**src/rtl/duft_pkg.sv**
```systemverilog
// duft_pkg: shared types and constants for the ap_ctrl_chain command master.
//   state_t   : sequencer states (IDLE/ISSUE/WAIT/ERR)
//   cmd_t     : one buffered command {addr, wr_data, rd_wr}
//   ADDR_IDLE : address driven to the DUFT while nothing has been issued
//   RD / WR   : encodings of the rd_wr bit
package duft_pkg;

  typedef enum logic [1:0] {
    IDLE,
    ISSUE,
    WAIT,
    ERR
  } state_t;

  typedef struct packed {
    logic [31:0] addr;
    logic [31:0] wr_data;
    logic        rd_wr;
  } cmd_t;

  localparam int unsigned CMD_W     = $bits(cmd_t);
  localparam logic [31:0] ADDR_IDLE = 32'hFFFF_FFFF;
  localparam logic        RD        = 1'b1;
  localparam logic        WR        = 1'b0;

endpackage

```
**src/rtl/duft_cmd_fifo.sv**
```systemverilog
// duft_cmd_fifo: synchronous command FIFO.
//   clk, rst_n : clock, asynchronous active-low reset
//   push       : write request; accepted only while ready is high
//   push_data  : entry to store
//   ready      : registered "not full"; low during reset
//   pop        : remove head entry (ignored when empty)
//   head       : current head entry (valid when !empty)
//   empty      : FIFO holds no entries
module duft_cmd_fifo #(
  parameter int unsigned WIDTH = 65,
  parameter int unsigned DEPTH = 4
) (
  input  logic             clk,
  input  logic             rst_n,
  input  logic             push,
  input  logic [WIDTH-1:0] push_data,
  output logic             ready,
  input  logic             pop,
  output logic [WIDTH-1:0] head,
  output logic             empty
);

  localparam int unsigned AW = $clog2(DEPTH);

  // One extra pointer bit separates full from empty when the indices wrap.
  logic [AW:0]      wr_ptr, rd_ptr, wr_ptr_d, rd_ptr_d;
  logic [WIDTH-1:0] mem [DEPTH];
  logic             do_push, do_pop, full_d;

  assign do_push  = push && ready;
  assign do_pop   = pop && !empty;
  assign empty    = (wr_ptr == rd_ptr);
  assign head     = mem[rd_ptr[AW-1:0]];
  assign wr_ptr_d = wr_ptr + (AW+1)'(do_push);
  assign rd_ptr_d = rd_ptr + (AW+1)'(do_pop);
  assign full_d   = (wr_ptr_d[AW] != rd_ptr_d[AW]) &&
                    (wr_ptr_d[AW-1:0] == rd_ptr_d[AW-1:0]);

  // ready comes from the registered next-full state, so a push can never
  // land on a full FIFO even when a pop happens in the same cycle.
  always_ff @(posedge clk or negedge rst_n) begin
    if (!rst_n) begin
      wr_ptr <= '0;
      rd_ptr <= '0;
      ready  <= 1'b0;
    end else begin
      wr_ptr <= wr_ptr_d;
      rd_ptr <= rd_ptr_d;
      ready  <= !full_d;
    end
  end

  always_ff @(posedge clk) begin
    if (do_push) mem[wr_ptr[AW-1:0]] <= push_data;
  end

endmodule

```
**src/rtl/duft_chain_master.sv**
```systemverilog
// duft_chain_master: upstream command sequencer for an ap_ctrl_chain DUFT.
//   ap_clk, ap_rst_n        : clock, asynchronous active-low reset
//   cmd_valid/cmd_ready     : command stream in (cmd_addr, cmd_wr_data, cmd_rd_wr 1=read)
//   rsp_valid/rsp_ready     : response stream out (rsp_data, rsp_is_rd, rsp_err)
//   addr, wr_data, rd_wr    : command presented to the DUFT, stable while ap_start
//   ap_start, ap_continue   : request / result-consumed strobe to the DUFT
//   ap_ce                   : DUFT clock enable, dropped for one cycle on timeout
//   ap_ready, ap_done       : DUFT accepted inputs / result valid
//   ap_idle                 : DUFT status, not used for control
//   ap_return               : DUFT read data
//   busy                    : commands queued or a transaction in flight
module duft_chain_master
  import duft_pkg::*;
#(
  parameter int unsigned FIFO_DEPTH = 4,
  parameter int unsigned TIMEOUT    = 256
) (
  input  logic        ap_clk,
  input  logic        ap_rst_n,
  input  logic        cmd_valid,
  output logic        cmd_ready,
  input  logic [31:0] cmd_addr,
  input  logic [31:0] cmd_wr_data,
  input  logic        cmd_rd_wr,
  output logic        rsp_valid,
  input  logic        rsp_ready,
  output logic [31:0] rsp_data,
  output logic        rsp_is_rd,
  output logic        rsp_err,
  output logic [31:0] addr,
  output logic [31:0] wr_data,
  output logic        rd_wr,
  output logic        ap_start,
  output logic        ap_continue,
  output logic        ap_ce,
  input  logic        ap_ready,
  input  logic        ap_done,
  input  logic        ap_idle,
  input  logic [31:0] ap_return,
  output logic        busy
);

  localparam int unsigned     TO_W    = $clog2(TIMEOUT + 1);
  localparam logic [TO_W-1:0] TO_LAST = TO_W'(TIMEOUT - 1);
  localparam logic [TO_W-1:0] TO_MAX  = TO_W'(TIMEOUT);

  state_t          state, state_d;
  logic            err_phase;
  logic [TO_W-1:0] to_cnt;
  cmd_t            head, push_cmd;
  logic            fifo_empty, pop;
  logic            rsp_free, done_now, timed_out, cap, cap_err;
  logic            unused_ok;

  assign unused_ok = ap_idle;
  assign push_cmd  = '{addr: cmd_addr, wr_data: cmd_wr_data, rd_wr: cmd_rd_wr};

  duft_cmd_fifo #(
    .WIDTH(CMD_W),
    .DEPTH(FIFO_DEPTH)
  ) u_fifo (
    .clk      (ap_clk),
    .rst_n    (ap_rst_n),
    .push     (cmd_valid),
    .push_data(push_cmd),
    .ready    (cmd_ready),
    .pop      (pop),
    .head     (head),
    .empty    (fifo_empty)
  );

  // The response slot can take a new entry if empty or drained this cycle.
  assign rsp_free  = !rsp_valid || rsp_ready;
  assign done_now  = ((state == ISSUE) && ap_ready && ap_done) ||
                     ((state == WAIT) && ap_done);
  // Fires on the cycle the counter would reach TIMEOUT; if the response slot
  // is occupied the counter saturates and the timeout waits for space.
  assign timed_out = ((state == ISSUE) || (state == WAIT)) && (to_cnt >= TO_LAST);

  assign ap_start = (state == ISSUE);
  assign ap_ce    = !((state == ERR) && !err_phase);
  assign busy     = !fifo_empty || (state != IDLE);

  always_comb begin
    state_d     = state;
    pop         = 1'b0;
    ap_continue = 1'b0;
    cap         = 1'b0;
    cap_err     = 1'b0;
    unique case (state)
      IDLE: begin
        if (!fifo_empty) begin
          pop     = 1'b1;
          state_d = ISSUE;
        end
      end
      ISSUE, WAIT: begin
        if (done_now && rsp_free) begin
          cap         = 1'b1;
          ap_continue = 1'b1;
          state_d     = IDLE;
        end else if (timed_out && rsp_free) begin
          cap     = 1'b1;
          cap_err = 1'b1;
          state_d = ERR;
        end else if ((state == ISSUE) && ap_ready) begin
          state_d = WAIT;
        end
      end
      ERR: begin
        // First ERR cycle gates the DUFT clock, second releases it and
        // flushes the aborted transaction with ap_continue.
        if (err_phase) begin
          ap_continue = 1'b1;
          state_d     = IDLE;
        end
      end
      default: state_d = IDLE;
    endcase
  end

  always_ff @(posedge ap_clk or negedge ap_rst_n) begin
    if (!ap_rst_n) begin
      state     <= IDLE;
      err_phase <= 1'b0;
      to_cnt    <= '0;
      addr      <= ADDR_IDLE;
      wr_data   <= '0;
      rd_wr     <= WR;
      rsp_valid <= 1'b0;
      rsp_data  <= '0;
      rsp_is_rd <= 1'b0;
      rsp_err   <= 1'b0;
    end else begin
      state     <= state_d;
      err_phase <= (state == ERR) && !err_phase;

      if (pop) begin
        addr    <= head.addr;
        wr_data <= head.wr_data;
        rd_wr   <= head.rd_wr;
        to_cnt  <= '0;
      end else if (((state == ISSUE) || (state == WAIT)) && (to_cnt != TO_MAX)) begin
        to_cnt <= to_cnt + TO_W'(1);
      end

      if (cap) begin
        rsp_valid <= 1'b1;
        rsp_data  <= (!cap_err && (rd_wr == RD)) ? ap_return : '0;
        rsp_is_rd <= rd_wr;
        rsp_err   <= cap_err;
      end else if (rsp_ready) begin
        rsp_valid <= 1'b0;
      end
    end
  end

endmodule

```
**config.mk**
```make
export PLATFORM = sky130hd
export DESIGN_NAME = duft_chain_master
export DESIGN_NICKNAME = d
export VERILOG_FILES = /design/src/rtl/duft_pkg.sv /design/src/rtl/duft_cmd_fifo.sv /design/src/rtl/duft_chain_master.sv
export SDC_FILE = /design/constraint.sdc
export NUM_CORES = 1
export LEC_CHECK = 0
export CAP_MARGIN = 10
export CELL_PAD_IN_SITES_DETAIL_PLACEMENT = 1
export CELL_PAD_IN_SITES_GLOBAL_PLACEMENT = 2
export CORE_MARGIN = 8
export CORE_UTILIZATION = 41
export CTS_CLUSTER_DIAMETER = 30
export DETAILED_ROUTE_END_ITERATION = 10
export PLACE_DENSITY = 0.81
export SYNTH_ARGS = -nofsm -noshare
export SYNTH_HDL_FRONTEND = slang
export SYNTH_SLANG_ARGS = --single-unit
export TNS_END_PERCENT = 100
```
**constraint.sdc**
```tcl
create_clock -name ap_clk -period 8.05 [get_ports ap_clk]
set_clock_uncertainty 0.05 [all_clocks]
set_input_delay 2.415 -clock ap_clk [delete_from_list [all_inputs] [get_ports ap_clk]]
set_output_delay 2.415 -clock ap_clk [all_outputs]
set_load 0.03 [all_outputs]
```
Yosys cells after proc, flatten, opt, wreduce, memory -nomap -nowiden
Memories as Yosys holds them, arrays and structs flattened. A register that Yosys moved wholly into a read port is not among the register bits.
Cells that the tools add are included.
{"block": "word_totals", "out_inout_bits": 105, "regBits": 54, "n_memories": 1, "in_bits": 104, "wordCells": 77, "ram_bits": 260}
{"name": "u_fifo.mem", "words": 4, "word_bits": 65, "read_ports": 1, "rd_ports_with_merged_regs": 1, "wr": 1, "line_no": "duft_cmd_fifo.sv:27", "text": "logic [WIDTH-1:0] mem [DEPTH];"}
{"block": "op_classes", "eq_ne": 10, "add_sub_neg": 3, "order_cmp": 1, "n_reduce_logical": 29, "muxes": 23}
{"operator": "two-way mux 32 bit", "count": 1}
{"operator": "two-way mux 9 bit", "count": 2}
{"operator": "two-way mux 1 bit", "count": 13}
{"operator": "logical AND 1 bit", "count": 12}
{"operator": "two-way mux 2 bit", "count": 5}
{"operator": "adder 9 x 1 -> 9 bit, second input constant", "count": 1}
{"operator": "greater-or-equal comparator 9 x 8 -> 1 bit, second input constant", "count": 1}
{"operator": "!= test 9 bit, second input constant", "count": 1}
{"operator": "zero test 1 bit", "count": 7}
{"operator": "adder 3 x 1 -> 3 bit", "count": 2}
{"operator": "case mux 2 bit (3 select lines)", "count": 1}
{"operator": "nonzero test 2 bit", "count": 3}
{"operator": "equality test 2 bit, second input constant", "count": 2}
{"operator": "logical OR 1 bit", "count": 4}
{"operator": "!= test 2 bit, second input constant", "count": 2}
{"operator": "!= test 4 bit, second input constant", "count": 1}
{"operator": "equality test 3 bit", "count": 1}
{"operator": "AND reduction 3 bit", "count": 1}
{"operator": "equality test 2 x 1 -> 1 bit, second input constant", "count": 1}
{"operator": "equality test 2 bit", "count": 1}
{"operator": "zero test 2 bit", "count": 1}
{"operator": "case mux 1 bit (2 select lines)", "count": 1}
{"operator": "OR reduction 2 bit", "count": 1}
{"operator": "!= test 1 bit", "count": 1}

Depth between registers and ports, before layout
Gate-level depths: netlist (run 1).
{"block": "depth", "word_depth": 10, "depth_mapped": 10, "mapped_depth_nobuf": 9}

Hierarchy
Synthesis (run 1) repeated with hierarchy kept, for this count alone.
{"block": "unflattened", "hier_cells": 671, "hier_area_um2": 14198.6}
{"mod": "duft_cmd_fifo", "instances": 1, "seq_area_each_um2": 7982.7, "cells_per_inst": 367, "area_each_um2": 9714.3}
{"mod": "duft_chain_master", "instances": 1, "seq_area_each_um2": 2842.7, "cells_per_inst": 304, "area_each_um2": 4484.3}

Worst setup path before layout (run 1)
Ideal clock, no wire load.
{"block": "synth_timing", "path_kind": "input -> register", "from": "input cmd_valid", "to": "memory u_fifo.mem[1][0], enable pin", "required_time_ns": 7.418, "setup_ns": 0.582, "n_path_buf": 0, "path_slack_ns": 0.105, "cell_stages": 2, "arrival_time_ns": 7.313, "cell_sequence": "nand2_1 > nor3b_1"}
{"block": "synth_between", "elab_chain_cells": 3}
{"element": "start, declared", "line_no": "duft_chain_master.sv:20", "text": "input logic cmd_valid,"}
{"element": "logical AND 1 bit", "line_no": "duft_cmd_fifo.sv:30", "text": "assign do_push = push && ready;"}
{"element": "two-way mux 1 bit", "line_no": "duft_cmd_fifo.sv:54", "text": "if (do_push) mem[wr_ptr[AW-1:0]] <= push_data;"}
{"element": "two-way mux 1 bit (not written as such)", "line_no": "duft_cmd_fifo.sv:54"}
{"element": "end, declared", "line_no": "duft_cmd_fifo.sv:27"}
No other way between the ends.

Worst setup path in the final report (run 1)
{"block": "layout_timing", "from": "input ap_ready", "to": "output ap_continue"}
{"block": "layout_between", "elab_chain_cells": 6}
{"element": "start, declared", "line_no": "duft_chain_master.sv:36", "text": "input logic ap_ready,"}
{"element": "logical AND 1 bit (2 in a row)", "line_no": "duft_chain_master.sv:74", "text": "assign done_now = ((state == ISSUE) && ap_ready && ap_done) ||"}
{"element": "logical OR 1 bit", "line_no": "duft_chain_master.sv:74"}
{"element": "logical AND 1 bit", "line_no": "duft_chain_master.sv:98", "text": "if (done_now && rsp_free) begin"}
{"element": "two-way mux 1 bit", "line_no": "duft_chain_master.sv:98"}
{"element": "case mux 1 bit (2 select lines)", "line_no": "duft_chain_master.sv:90", "text": "unique case (state)"}
{"element": "end, declared", "line_no": "duft_chain_master.sv:34", "text": "output logic ap_continue,"}
No other way between the ends.

==> impl_metrics.ini, run 1 <==
[outcome]
status = finished, final reports clean

[cts]
ctsHoldBuffers = 0
clk_pin_slew_ps = 40
root_buffer = clkbuf_16
cts_buffer_depth = 3
h-tree-depth = 3
numCtsBuffers = 81
clkLatencyLatePin_ps = 570
cts.sinks = 379
cts_tree = done
cts-resized-gates = 0
post_cts.repair.setup_buffers = 0

[layout]
drive_gt1_frac = 0.3132
fin_util = 0.5666
nets = 1056
area_delta_synth_final_pct = 37.18
finalNonFillerCells = 1465

[grt]
grt_max_degree = 66
grt-ovfl-total = 0
grtUsageTotal = 0.1654
grt_pass1_wl_um = 52070
antenna_found_initial = 1
grt_pass1_vias = 8527

[setup_path]
cp-start-kind = input port
cpMaxStageDelayCell = clkdlybuf4s50_1
cp_max_fo = 4
cp_data_required_time_ps = 5590
worst_setup_path_end_kind = output port
critPathArrivalTime_ps = 4300
critical_path.startpoint = ap_ready
r2r-start = u_fifo.rd_ptr[0]
path_class = input port to output port
max_stage_delay_ps = 610
worstPathCellList = clkdlybuf4s50_1 -> and2_1 -> o21ai_0 -> nor2_1 -> a21oi_1 -> nor2_1 -> clkdlybuf4s50_1

[drt]
ant_nets = 0
num_vias = 7460
viasPerCell = 5.092
post-route-drc-count = 0
drt-wirelength-per-cell_um = 22.55
first_iter_violations = 335
drt-pass1-iter-count = 4
routed_wirelength_um = 33040

[sta]
slew_headroom = 0.2683
min_period_ps = 6769
tightest_slew_ps = 1098
rsz0062_at_grt = false
hold_viol = 0
tns_ps = 0
setup_viol = 0
hold_ws_ps = 448.6
timing.fmax_mhz = 147.7
fin_crit_sh = 0.8409
drv_slew = 0

[die]
core_area_um2 = 34200
die_x_um = 201.6
io_pins = 209
dieArea_um2 = 40650
rows = 68
start_util = 0.4130
die_h_um = 201.6

[pwr]
p_comb_frac = 0.307
p_clk_frac = 0.349
ir_drop_v = 0.0002670
p_sw_mw = 2.839
finalPower_mw = 8.917
seq_power_share = 0.344
p_sw_frac = 0.3184
p_leak_nw = 7.032
powerDensity_nw_per_um2 = 460.1
p_int_mw = 6.078

[logic_synthesis]
async_reset_ff_frac = 0.3140
syn_inst = 668
syn-num-nets = 784
yosys_warnings = 0
syn_area_per_cell_um2 = 21.15
ys_types = 39
synthesis.area_um2 = 14130
ys_ff_latch = 379
synth_flop_cell = edfxtp_1
synth_edf_count = 260
ys_seq_area_frac = 0.7663

[placed_design]
dp_cells = 1312
routabilityCongestion = 0.7211
numPortBuffers = 207
dpl.hpwl_um = 18850

[min_path]
holdCritStartpoint = rsp_data[30]
hold_class = flip-flop to flip-flop

[flow_run]
cap_violations = 0
flip-flops by register name (all words and copies together), names as in the netlist:
register,flops
err_phase,1
u_fifo.ready,1
to_cnt,9
rsp_is_rd,1
rsp_err,1
rsp_data,32
u_fifo.rd_ptr,3
wr_data,32
u_fifo.mem,260
rd_wr,1
state,2
rsp_valid,1
u_fifo.wr_ptr,3
addr,32
cell type report:
type,count,area (um2)
fillers,3021,14820
flip-flops and latches,379,10830
multi-input cells,251,3148
clock buffers,107,2248
repair buffers,219,2163
well taps,455,569.3
clock inverters,45,385.4
inverters,8,30.03
diodes,1,2.502
critical path, delay by kind of cell:
family | cells | cell delay, ps
simple gates | 3 | 320
buf+inv | 2 | 1010
compound gates | 2 | 570
power by group through the flow:
stage                     logic (mW)  registers, mW  clock network [mW]
final                           2.74           3.07                3.11
after floorplan                 1.38           3.47                   0
after detailed placement        2.78           3.10                   0
after global placement          2.74           3.07                   0
after CTS                       2.80           3.09                3.18
after global routing            2.94           3.14                3.27
path summary, 6_finish.rpt:
path                           endpoint  slack, ps  cells after the start
max                         ap_continue       1280                      7
min reg2reg                rsp_data[30]        450                      1
min                        rsp_data[30]        450                      1
min in group asynchronous    wr_data[3]       1800                      1
max in group asynchronous   rsp_data[8]       4820                      2
max reg2reg                 wr_data[22]       4620                      5
cell usage in the layout (no fill, tap or decap), types with 6 or more instances in the layout:
cell type,instances
edfxtp_1,260
inv_1,8
clkbuf_8,6
mux2_2,65
clkinv_4,6
clkinvlp_4,9
clkinv_1,6
dfstp_2,32
nand2_1,9
ha_1,12
clkbuf_1,17
buf_4,12
inv_6,7
mux4_2,65
nor2_1,17
dfrtp_1,85
clkinv_2,9
clkdlybuf4s50_1,206
clkbuf_16,84
a22o_1,33
xor2_1,11
synth_stat cells, drive strengths merged (2+ instances only):
library cell  count  area [um2]
mux2             65       732.0
dfrtp            87        2177
nor3b             2       15.01
inv               8       30.03
nand4             4       25.02
nand2            10       40.04
xnor2             4       35.03
clkbuf           12       45.04
a22o             33       289.0
mux4             65        1464
nand3             2       10.01
dfstp            32       840.8
buf              18       106.4
nand2b            2       12.51
mux2i             2       20.02
o21ai             4       20.02
ha               12       150.1
edfxtp          260        7807
nor2             17       63.81
nor3              3       20.02
xor2             11       96.34
a21oi             2       10.01
routing by layer:
layer | vias up | share of wire | GRT usage | wire (um)
li1 | 3262 | - | - | -
met1 | 3878 | 0.44 | 0.2156 | 14450
met2 | 254 | 0.47 | 0.2595 | 15620
met3 | 64 | 0.069 | 0.05291 | 2296
met4 | 2 | 0.020 | 0.05609 | 646
met5 | - | 0.00051 | 0 | 17
cells by family after synthesis:
logic type	count (synthesis)	synth area share
AO/OA/AOI/OAI	46	0.02808
XOR/XNOR	15	0.009299
adder cells (fa/ha/maj)	12	0.01063
buffers and inverters	38	0.01284
flip-flops	379	0.7663
multiplexers	132	0.1569
AND/OR/NAND/NOR	46	0.01603
per-stage QoR:
step	area [um2]	setup slack, ps
floorplan	14130	105.1
global placement	16740	1282
global route	19380	1151
finish	19380	1281
CTS	19380	1280
detailed placement	16740	1297
No activity file was read; power rests on OpenSTA's default activity.
==> inputs of run 2 (changes only) <==
clock period = 6.25 ns   (was 8.05 ns; I/O delays follow)
==> run 2 against run 1 <==
Net effect:
- worst hold slack got worse by 7.0 ps
- global-route usage fell by 0.30 points
- power rose by 31%
- sequential share of layout area fell by 0.42 points
- via count fell by 1.3%
- clock-buffer cell count fell by 7
- final area rose by 0.76%
- die area did not move
- flip-flop and latch count did not move
- cell count barely moved
- wire length fell by 1.3%
- register-to-register slack got worse by 1300 ps
- largest power group unchanged
==> impl_metrics.ini, run 2 (synthesis results as in run 1) <==
[setup_path]
cp_data_required_time_ps = 4320
worst_setup_path_end_kind = output port
path_class = input port to output port
critPathArrivalTime_ps = 3890
cp_max_fo = 4
cp-start-kind = input port

[drt]
drt-pass1-iter-count = 4
drt-wirelength-per-cell_um = 22.27
first_iter_violations = 355
routed_wirelength_um = 32600
ant_nets = 0
viasPerCell = 5.028
post-route-drc-count = 0
num_vias = 7361

[outcome]
status = finished, final reports clean

[die]
rows = 68
dieArea_um2 = 40650
die_x_um = 201.6
start_util = 0.4130
core_area_um2 = 34200
die_h_um = 201.6
io_pins = 209

[grt]
grt_pass1_wl_um = 50930
grt-ovfl-total = 0
grt_max_degree = 79
grt_pass1_vias = 8455
antenna_found_initial = 1
grtUsageTotal = 0.1624

[flow_run]
cap_violations = 0

[sta]
tns_ps = 0
tightest_slew_ps = 1071
hold_viol = 0
drv_slew = 0
setup_viol = 0
fin_crit_sh = 0.9301
min_period_ps = 5813
slew_headroom = 0.2859
timing.fmax_mhz = 172.0
rsz0062_at_grt = false

[pwr]
p_sw_frac = 0.3101
seq_power_share = 0.332
p_comb_frac = 0.311
ir_drop_v = 0.0003746
p_clk_frac = 0.357
p_int_mw = 8.048
p_sw_mw = 3.617
powerDensity_nw_per_um2 = 597.4
p_leak_nw = 7.104

[layout]
fin_util = 0.5709
seq_area_um2 = 10830
largest_register_ffs = 260
fill_cells = 3008
multiInputGateArea_um2 = 3173
drive_gt1_frac = 0.3175
layout_common_cells = edfxtp_1, clkdlybuf4s50_1, dfrtp_1, clkbuf_16
nets = 1057
area_delta_synth_final_pct = 38.23
final_common_cell = edfxtp_1

[placed_design]
dpl.hpwl_um = 18660
numPortBuffers = 207
routabilityCongestion = 0.7411

[min_path]
hold_class = flip-flop to flip-flop

[cts]
numCtsBuffers = 80
clk_pin_slew_ps = 40
cts-resized-gates = 0
post_cts.repair.setup_buffers = 0
ctsHoldBuffers = 0
h-tree-depth = 3
root_buffer = clkbuf_16
cts.sinks = 379
cts_buffer_depth = 3
cts_tree = done
clkLatencyLatePin_ps = 570
==> run 2: power groups by stage <==
stage          Sequential (mW)  Combinational [mW]  Clock, mW
2_1_floorplan             4.46                1.79          0
3_3_place_gp              3.88                3.63          0
3_5_place_dp              3.92                3.67          0
4_1_cts                   3.89                3.71       4.26
5_1_grt                   3.96                3.89       4.37
6_report                  3.87                3.63       4.17
==> run 2: per-stage QoR <==
stage	setup WS, ps	cells	instance area [um2]	total power [mW]	hold slack, ps
after CTS	446.9	1462	19500	11.86	447.8
after floorplan	1128	668	14140	6.242	442.0
after global routing	338.8	1463	19530	12.21	462.8
after detailed placement	461.0	1313	16780	7.594	423.2
final	437.1	1464	19530	11.67	441.6
after global placement	462.4	1313	16780	7.509	413.6
==> run 2: worst paths after layout <==
kind	startpoint	endpoint	slack (ps)	cells after the start
min	rsp_is_rd	rsp_is_rd	440	2
max	ap_ready	ap_continue	440	7
max reg2reg	u_fifo.rd_ptr[0]	u_fifo.ready	3300	6
max in group asynchronous	ap_rst_n	rsp_data[0]	3670	2
min in group asynchronous	ap_rst_n	wr_data[2]	1350	1
min reg2reg	rsp_is_rd	rsp_is_rd	440	2
==> run 2: critical path, stage by stage <==
cell and delay [ps]:
clkdlybuf4s50_1 400, and2_1 160, o21ai_0 530, nor2_1 130, a21oi_1 140, nor2_1 60, clkdlybuf4s50_1 600
==> run 2: final cells by class <==
| cell class | instances | area share |
|---|---|---|
| flip-flops and latches | 379 | 0.5548 |
| inverters | 8 | 0.001538 |
| well taps | 455 | 0.02915 |
| repair buffers | 221 | 0.1126 |
| clock buffers | 100 | 0.1128 |
| clock inverters | 49 | 0.02659 |
| diodes | 1 | 0.0001281 |
| multi-input cells | 251 | 0.1625 |
==> run 2: layer usage <==
layer	vias to the layer above	part of all wire	GRT usage	routed length (um)
met5	-	0.00040	0	13
met4	2	0.015	0.05270	488
met3	43	0.058	0.04969	1875
met2	240	0.49	0.2615	15900
met1	3822	0.44	0.2083	14330
li1	3254	-	-	-
==> inputs of run 3 (changes only) <==
CTS_CLUSTER_SIZE = 8   (was not set)
==> run 3 against run 2 <==
Net effect:
- fmax barely moved
- cell count is the same
- utilization rose by 0.066 points
- wire length shrank 0.14%
- non-clock buffer count fell by 1
- global-route usage hardly changed
==> impl_metrics.ini, run 3 (synthesis results as in run 1) <==
[drt]
viasPerCell = 5.000
drt-wirelength-per-cell_um = 22.24
dr_wl_met3_um = 1800
post-route-drc-count = 0
wl_met2_um = 15720
drt-pass1-iter-count = 4
ant_nets = 0
num_vias = 7320
highest_layer = met5
routedLengthMet1_um = 14590
first_iter_violations = 299
routed_wirelength_um = 32560

[setup_path]
cp-start-kind = input port
worst_setup_path_end_kind = output port
cp_data_required_time_ps = 4320
path_class = input port to output port
critPathArrivalTime_ps = 3890
cp_max_fo = 4

[cts]
numCtsBuffers = 81
clk_pin_slew_ps = 40
root_buffer = clkbuf_16
cts_buffer_depth = 3
cts.sinks = 379
ctsHoldBuffers = 0
cts-resized-gates = 0
post_cts.repair.setup_buffers = 0
h-tree-depth = 3
cts_tree = done
clkLatencyLatePin_ps = 570

[die]
core_area_um2 = 34200
io_pins = 209
rows = 68
start_util = 0.4130
die_x_um = 201.6
dieArea_um2 = 40650
die_h_um = 201.6

[pwr]
finalPower_mw = 11.75
p_leak_nw = 7.131
ir_drop_v = 0.0003653
powerDensity_nw_per_um2 = 600.9

[layout]
largest_register_ffs = 260
area_delta_synth_final_pct = 38.38
fin_area_um2 = 19550
nets = 1057
layout_common_cells = edfxtp_1, clkdlybuf4s50_1, dfrtp_1, clkbuf_16
final_common_cell = edfxtp_1
fin_util = 0.5716
drive_gt1_frac = 0.3095

[sta]
slew_headroom = 0.1556
tightest_slew_ps = 1263
tns_ps = 0
min_period_ps = 5814
hold_viol = 0
drv_slew = 0
rsz0062_at_grt = false
fin_crit_sh = 0.9303
fin_ws_ps = 435.9
timing.fmax_mhz = 172.0
setup_viol = 0

[placed_design]
routabilityCongestion = 0.7411
numPortBuffers = 207
dpl.hpwl_um = 18660
postPlaceCellArea_um2 = 16780
place_ws_ps = 461.0

[grt]
grtUsageTotal = 0.1620
grt_pass1_wl_um = 50900
grt_pass1_vias = 8439
grt-ovfl-total = 0
antenna_found_initial = 1
grt_max_degree = 79

[outcome]
status = finished, final reports clean

[flow_run]
cap_violations = 0

[min_path]
hold_class = flip-flop to flip-flop
run 3: cell count changes in the layout (fill, tap and decap cells not counted):
| cell | before | now |
|---|---|---|
| clkinv_1 | 6 | 9 |
| bufinv_16 | 8 | 11 |
| buf_16 | 1 | 0 |
| clkinvlp_4 | 10 | 4 |
| clkbuf_1 | 12 | 17 |
| inv_6 | 7 | 1 |
| clkbuf_8 | 4 | 6 |
run 3: layout make-up:
cell class | instances | area (um2)
Sequential cell | 379 | 10830
Clock inverter | 43 | 523.0
Clock buffer | 107 | 2248
Multi-Input combinational cell | 251 | 3173
Tap cell | 455 | 569.3
Timing Repair Buffer | 220 | 2171
Fill cell | 2985 | 14650
Antenna cell | 1 | 2.502
Inverter | 8 | 30.03
run 3: stage by stage:
step,hold WS [ps],instances
global route,464.4,1463
CTS,447.8,1463
floorplan,442.0,668
global placement,413.6,1313
detailed placement,423.2,1313
finish,438.0,1464
run 3: metal layers:
| metal | global-route usage | up-vias |
|---|---|---|
| li1 | - | 3248 |
| met1 | 0.2088 | 3805 |
| met2 | 0.2609 | 224 |
| met3 | 0.04937 | 41 |
| met4 | 0.05035 | 2 |
| met5 | 0 | - |
run 3: final timing paths:
kind	start	to	slack [ps]	depth (start not counted)
max in group asynchronous	ap_rst_n	addr[23]	3660	2
worst max-delay path	ap_ready	ap_continue	440	7
worst min register to register	rsp_is_rd	rsp_is_rd	440	2
worst max register to register	u_fifo.rd_ptr[0]	u_fifo.ready	3290	6
min in group asynchronous	ap_rst_n	wr_data[2]	1350	1
worst min-delay path	rsp_is_rd	rsp_is_rd	440	2
run 3: power by group:
| group | switching, mW | internal (mW) | total, mW |
|---|---|---|---|
| combinational | 1.94 | 1.69 | 3.63 |
| clock | 1.29 | 2.96 | 4.25 |
| sequential | 0.347 | 3.52 | 3.87 |
run 3: worst max-delay path, cell delays in order:
cell and delay, ps:
clkdlybuf4s50_1 400, and2_1 160, o21ai_0 530, nor2_1 130
a21oi_1 140, nor2_1 60, clkdlybuf4s50_1 600
